File: src/rtl/micro_sequencer.sv
// -----------------------------------------------------------------------------
// micro_sequencer
//
// Microprogram sequencer feeding the 8-bit processor datapath.  A writable
// microcode store holds one microword per micro-address.  The registered
// microinstruction register (MIR) drives the datapath control lines directly.
// The sequencer branches on live datapath status and reports RUN/HALT to the host.
//
// Microword layout (UWORD_WIDTH = 16 + UPC_WIDTH):
//   [11:0]               CTRL   -> CONTROL_BITS (datapath CONTROL_BITS[24:13])
//   [12]                 EIL    -> EIL_BAR
//   [15:13]              COND   0 seq, 1 jump, 2 C8, 3 Z, 4 ZP_BAR, 5 OVF,
//                               6 C4, 7 halt
//   [UWORD_WIDTH-1:16]   TARGET jump destination
//
// Ports:
//   SYSTEM_CLK    in   clock, rising edge
//   SYSTEM_RST    in   asynchronous active-high reset
//   START         in   start pulse, honoured in IDLE/HALT only
//   START_ADDR    in   entry micro-address taken on START
//   STATUS_BITS   in   [0] C4, [1] C8, [2] Z, [3] ZP_BAR, [4] OVERFLOW
//   UCODE_WE      in   microcode write enable
//   UCODE_ADDR    in   microcode write address
//   UCODE_WDATA   in   microcode write data
//   CONTROL_BITS  out  MIR[11:0], registered
//   EIL_BAR       out  MIR[12], registered
//   BUSY          out  high in RUN
//   DONE          out  high in HALT
//   UPC           out  current micro-PC
//
// Host interface semantics: START and UCODE_WE are single-cycle requests with
// no ready return.  They take effect only in IDLE/HALT (BUSY = 0).  START
// wins over UCODE_WE in the same cycle, so that write is dropped.  Both
// are silently ignored while BUSY = 1.  FSM state is fully visible on the
// {DONE, BUSY} pair (00 IDLE, 01 RUN, 10 HALT).
// -----------------------------------------------------------------------------
module micro_sequencer #(
    parameter  int UPC_WIDTH   = 5,
    localparam int UWORD_WIDTH = 16 + UPC_WIDTH
) (
    input  logic                   SYSTEM_CLK,
    input  logic                   SYSTEM_RST,
    input  logic                   START,
    input  logic [UPC_WIDTH-1:0]   START_ADDR,
    input  logic [4:0]             STATUS_BITS,
    input  logic                   UCODE_WE,
    input  logic [UPC_WIDTH-1:0]   UCODE_ADDR,
    input  logic [UWORD_WIDTH-1:0] UCODE_WDATA,
    output logic [11:0]            CONTROL_BITS,
    output logic                   EIL_BAR,
    output logic                   BUSY,
    output logic                   DONE,
    output logic [UPC_WIDTH-1:0]   UPC
);

    localparam int DEPTH = 2 ** UPC_WIDTH;

    typedef enum logic [1:0] {
        ST_IDLE = 2'd0,
        ST_RUN  = 2'd1,
        ST_HALT = 2'd2
    } state_t;

    state_t                 state, state_n;
    logic [UPC_WIDTH-1:0]   upc, upc_n;
    logic [UWORD_WIDTH-1:0] mir, mir_n;
    logic                   ucode_wr;
    logic                   jump_taken;

    logic [UWORD_WIDTH-1:0] ucode_mem [DEPTH];

    logic [2:0]             mir_cond;
    logic [UPC_WIDTH-1:0]   mir_target;

    assign mir_cond   = mir[15:13];
    assign mir_target = mir[UWORD_WIDTH-1:16];

    // Status bits are only looked at through this mux, so an X on an
    // unselected bit cannot reach the next-PC logic.
    always_comb begin
        jump_taken = 1'b0;
        case (mir_cond)
            3'd1:    jump_taken = 1'b1;
            3'd2:    jump_taken = STATUS_BITS[1];
            3'd3:    jump_taken = STATUS_BITS[2];
            3'd4:    jump_taken = STATUS_BITS[3];
            3'd5:    jump_taken = STATUS_BITS[4];
            3'd6:    jump_taken = STATUS_BITS[0];
            default: jump_taken = 1'b0;
        endcase
    end

    always_comb begin
        state_n  = state;
        upc_n    = upc;
        mir_n    = mir;
        ucode_wr = 1'b0;
        case (state)
            ST_IDLE, ST_HALT: begin
                if (START) begin
                    upc_n   = START_ADDR;
                    mir_n   = ucode_mem[START_ADDR];
                    state_n = ST_RUN;
                end else begin
                    mir_n    = '0;
                    ucode_wr = UCODE_WE;
                end
            end
            ST_RUN: begin
                if (mir_cond == 3'd7) begin
                    // The halting word's controls were applied this cycle.
                    // Drop to NOP and keep UPC pointing at it.
                    state_n = ST_HALT;
                    mir_n   = '0;
                end else begin
                    upc_n = jump_taken ? mir_target : upc + UPC_WIDTH'(1);
                    mir_n = ucode_mem[upc_n];
                end
            end
            default: begin
                state_n = ST_IDLE;
                upc_n   = '0;
                mir_n   = '0;
            end
        endcase
    end

    always_ff @(posedge SYSTEM_CLK or posedge SYSTEM_RST) begin
        if (SYSTEM_RST) begin
            state <= ST_IDLE;
            upc   <= '0;
            mir   <= '0;
        end else begin
            state <= state_n;
            upc   <= upc_n;
            mir   <= mir_n;
        end
    end

    // The store has no reset; its contents survive SYSTEM_RST.
    always_ff @(posedge SYSTEM_CLK) begin
        if (ucode_wr) begin
            ucode_mem[UCODE_ADDR] <= UCODE_WDATA;
        end
    end

    assign CONTROL_BITS = mir[11:0];
    assign EIL_BAR      = mir[12];
    assign BUSY         = (state == ST_RUN);
    assign DONE         = (state == ST_HALT);
    assign UPC          = upc;

endmodule

File: config.mk
export PLATFORM = sky130hd
export DESIGN_NAME = micro_sequencer
export DESIGN_NICKNAME = d
export VERILOG_FILES = /design/src/rtl/micro_sequencer.sv
export SDC_FILE = /design/constraint.sdc
export NUM_CORES = 1
export LEC_CHECK = 0
export CAP_MARGIN = 20
export CORE_MARGIN = 4
export CORE_UTILIZATION = 60
export DETAILED_ROUTE_END_ITERATION = 7
export PLACE_DENSITY = 0.77
export SLEW_MARGIN = 20
export SYNTH_ARGS = -nofsm -noshare
export SYNTH_HDL_FRONTEND = slang
export SYNTH_SLANG_ARGS = --single-unit
File: constraint.sdc
create_clock -name SYSTEM_CLK -period 5.44 [get_ports SYSTEM_CLK]
set_clock_uncertainty 0.15 [all_clocks]
set_input_delay 0.544 -clock SYSTEM_CLK [delete_from_list [all_inputs] [get_ports SYSTEM_CLK]]
set_output_delay 0.544 -clock SYSTEM_CLK [all_outputs]
set_load 0.02 [all_outputs]
==> impl_results.md <==
- Die Ht: 240.9 um
- Setup bufs post-CTS: 0
- CTS tree: built
- Setup ws final: 1.351 ns
- Clock H-tree levels: 3
- Bufs and invs on worst path: 1
- Number of I/O port buffers: 59
- Reg area: 20,880 um2
- HPWL Detailed: 53,060 um
- Vias: 20,080
- Worst-Skew Late Latency: 0.61 ns
- Layout cells sized above 1: 0.2722
- Psw: 7.992 mW
- Critical path launch point type: flip-flop
- First-pass detailed-route iteration total: 6
- Fin crit period: 4.089 ns
- Worst Max-Slew Pin Slew: 1.116 ns
- Place WS: 0.9500 ns
- Slew Limit Headroom: 0.2537
- Routed WL per cell: 34.25 um
- Final WL: 91,360 um
- All-Layer GR Usage: 0.3188
- Register area share after synthesis: 0.6417
- Clk buf depth: 3
- Max VDD drop: 0.6649 mV
- Mean post-synth cell area: 17.38 um2
- WHS: 0.1984 ns
- Final Hold Vio Count: 0
- Top Ports: 60
- First-pass GRT wire length: 133,200 um
- Crit path max fanout: 75
- Async set or reset register ratio after synthesis: 0.04000
- Synth Warn #: 0
- DRC Markers: 0
- Vias in the first global route: 20,100
- Worst setup EP type: flip-flop
- Comb power frac: 0.457
- Mapped Cells: 1,872
- Max Clock Freq: 244.5 MHz
- Cell family with most CP delay: multiplexers
- Fin nets: 1,958
- Clock power share: 0.234
- Slowest cell on crit path: mux2_8
- Max Cap Violations: 0
- Overall Power: 20.13 mW
- #FFs+latches synth: 700
- Post-Route Utilization: 0.6744
- Slew Viols, Final: 0
- Post-Synthesis Net Count: 1,913
- DRT iter0 DRCs: 3,876
- Top FF cell, synth: edfxtp_1
- Largest net degree at the start of global routing: 76
- Pleak: 11.67 nW
- Worst Hold Class: input port to async pin
- Row count: 85
- Die area: 58,020 um2
- Cell Area, Synth: 32,540 um2
- GRT Residual Overflow: 0
- Pwr dens: 555.9 nW/um2
- Number of flops mapped to enable cells by yosys: 672
- # fillers: 3,309
- Layout Area Growth over Synthesis: 11.32%
- Number of CTS-inserted buffers: 70
- Footprint of the multi-input gates: 11,080 um2
- Die width: 240.9 um
- Setup_tns: 0 ns
- Fin crit share: 0.7517
- Internal cell power: 12.14 mW
- Post-CTS Resized: 0
- Outcome: finished clean
- GP Congestion: 0.9327
- Core ar.: 53,710 um2
- Unrepaired setup endpoints after global routing: false
- Sequential share of power: 0.309
- Final number of setup-violating endpoints: 0
- Via/cell ratio: 7.528
- CP peak stage delay: 0.87 ns
- CP arrival: 4.39 ns
- Sw Ratio: 0.3969
- TritonCTS Sinks: 700
- Clk slew on worst S/H paths: 0.07 ns
- Initial Util: 0.6058
- Distinct cell type count after synthesis: 50
- Post-route ant nets: 0
- CP Class: flip-flop to flip-flop
- Crit-path cells: a21oi_1 > nand2_2 > nand3_4 > mux2_8 > buf_4 > mux4_2 > a22o_1 > a31oi_1 > o2111ai_1
- Initial antenna violation count: 2
- Required time of the worst setup path: 5.74 ns
- Hold buffers post-CTS: 0
- Clk root buf: clkbuf_16
==> cell usage in the layout, fill, tap and decap left out, drive strengths merged, types with 3 or more instances in the layout <==
cell	instances
a31oi	44
a21oi	7
edfxtp	672
a22o	28
clkinv	32
inv	11
a211oi	49
nand2	231
clkdlybuf4s50	40
a22oi	14
xor2	3
mux2i	40
and2	3
o221ai	16
o2111ai	25
o211ai	3
nand3	62
nor2	43
and3	50
buf	92
a32oi	37
nor2b	6
nand3b	3
clkbuf	81
bufinv	5
o21ai	26
mux4	294
dfrtp	28
==> metal layers <==
metal / track usage / up-vias / wire, um / share of wire
met3: 0.1017 / 300 / 14120 / 0.15
li1: - / 7924 / - / -
met4: 0.1212 / 0 / 3713 / 0.041
met2: 0.4840 / 1793 / 42270 / 0.46
met5: 0 / - / 0 / 0
met1: 0.4439 / 10060 / 31250 / 0.34
==> power by group through the flow <==
| stage | Combinational, mW | Sequential [mW] | Clock, mW |
|---|---|---|---|
| after global placement | 8.68 | 6.32 | 0 |
| after CTS | 8.93 | 6.21 | 4.73 |
| after floorplan | 6.03 | 6.26 | 0 |
| after detailed placement | 8.83 | 6.32 | 0 |
| after global routing | 9.61 | 6.22 | 4.98 |
| final | 9.21 | 6.22 | 4.71 |
==> per-stage QoR <==
stage / area [um2] / std cells
floorplan: 32540 / 1872
global placement: 34100 / 2541
detailed placement: 34100 / 2541
CTS: 36300 / 2665
global route: 36220 / 2666
finish: 36220 / 2667
==> registers in the layout, indices dropped and copies added (netlist names) <==
register,flops
ucode_mem,672
mir,21
UPC,5
state,2
==> tightest hold or removal path, cell delays in order <==
cell             delay (ns)
clkdlybuf4s50_1        0.40
inv_1                  0.05
buf_4                  0.39
==> synth_stat cells (17+ instances only) <==
master     instances  share of area
a22o_1            28         0.0075
mux4_2           294           0.20
edfxtp_1         672           0.62
clkbuf_1          87          0.010
o2111ai_1         25         0.0067
a32oi_1           37          0.010
nand3_1           61         0.0094
a31oi_1           44         0.0085
dfrtp_1           28          0.022
mux2i_1           40          0.012
o21ai_0           21         0.0032
buf_2             35         0.0054
buf_4             17         0.0039
a211oi_1          49          0.011
and3_1            50         0.0096
nand2_1          230          0.027
nor2_1            43         0.0050
==> worst paths after layout <==
path	from	to	slack, ns	cells past startpoint
setup reg to reg	mir[15]$_DFF_PP0_	mir[8]$_DFF_PP0_	1.35	9
hold / removal	SYSTEM_RST	mir[8]$_DFF_PP0_	0.20	3
setup / recovery	mir[15]$_DFF_PP0_	mir[8]$_DFF_PP0_	1.35	9
max in group asynchronous	SYSTEM_RST	mir[9]$_DFF_PP0_	4.57	3
min in group SYSTEM_CLK	UCODE_WDATA[20]	ucode_mem[0][20]$_DFFE_PP_	0.31	1
hold reg to reg	state[1]$_DFFE_PP0P_	state[1]$_DFFE_PP0P_	0.36	1
==> cells by family (layout without fill, tap and decap cells) <==
| kind of cell | count (synthesis) | in the layout | synth area share |
|---|---|---|---|
| flops | 700 | 700 | 0.6417 |
| fa+ha+maj | 1 | 1 | 0.0003845 |
| simple gates | 407 | 407 | 0.05556 |
| xor+xnor | 5 | 5 | 0.001346 |
| mux | 336 | 336 | 0.2166 |
| other cells | 0 | 2 | 0 |
| compound gates | 257 | 257 | 0.05929 |
| buf+inv | 166 | 263 | 0.02511 |
==> layout make-up <==
class,count,share of cell area
Antenna cell,2,0.0001382
Clock buffer,81,0.05126
Clock inverter,43,0.009499
Inverter,7,0.0007599
Multi-Input combinational cell,1006,0.3058
Sequential cell,700,0.5764
Tap cell,696,0.02404
Timing Repair Buffer,132,0.03202
Note: power is estimated with default switching activity, not from simulation.
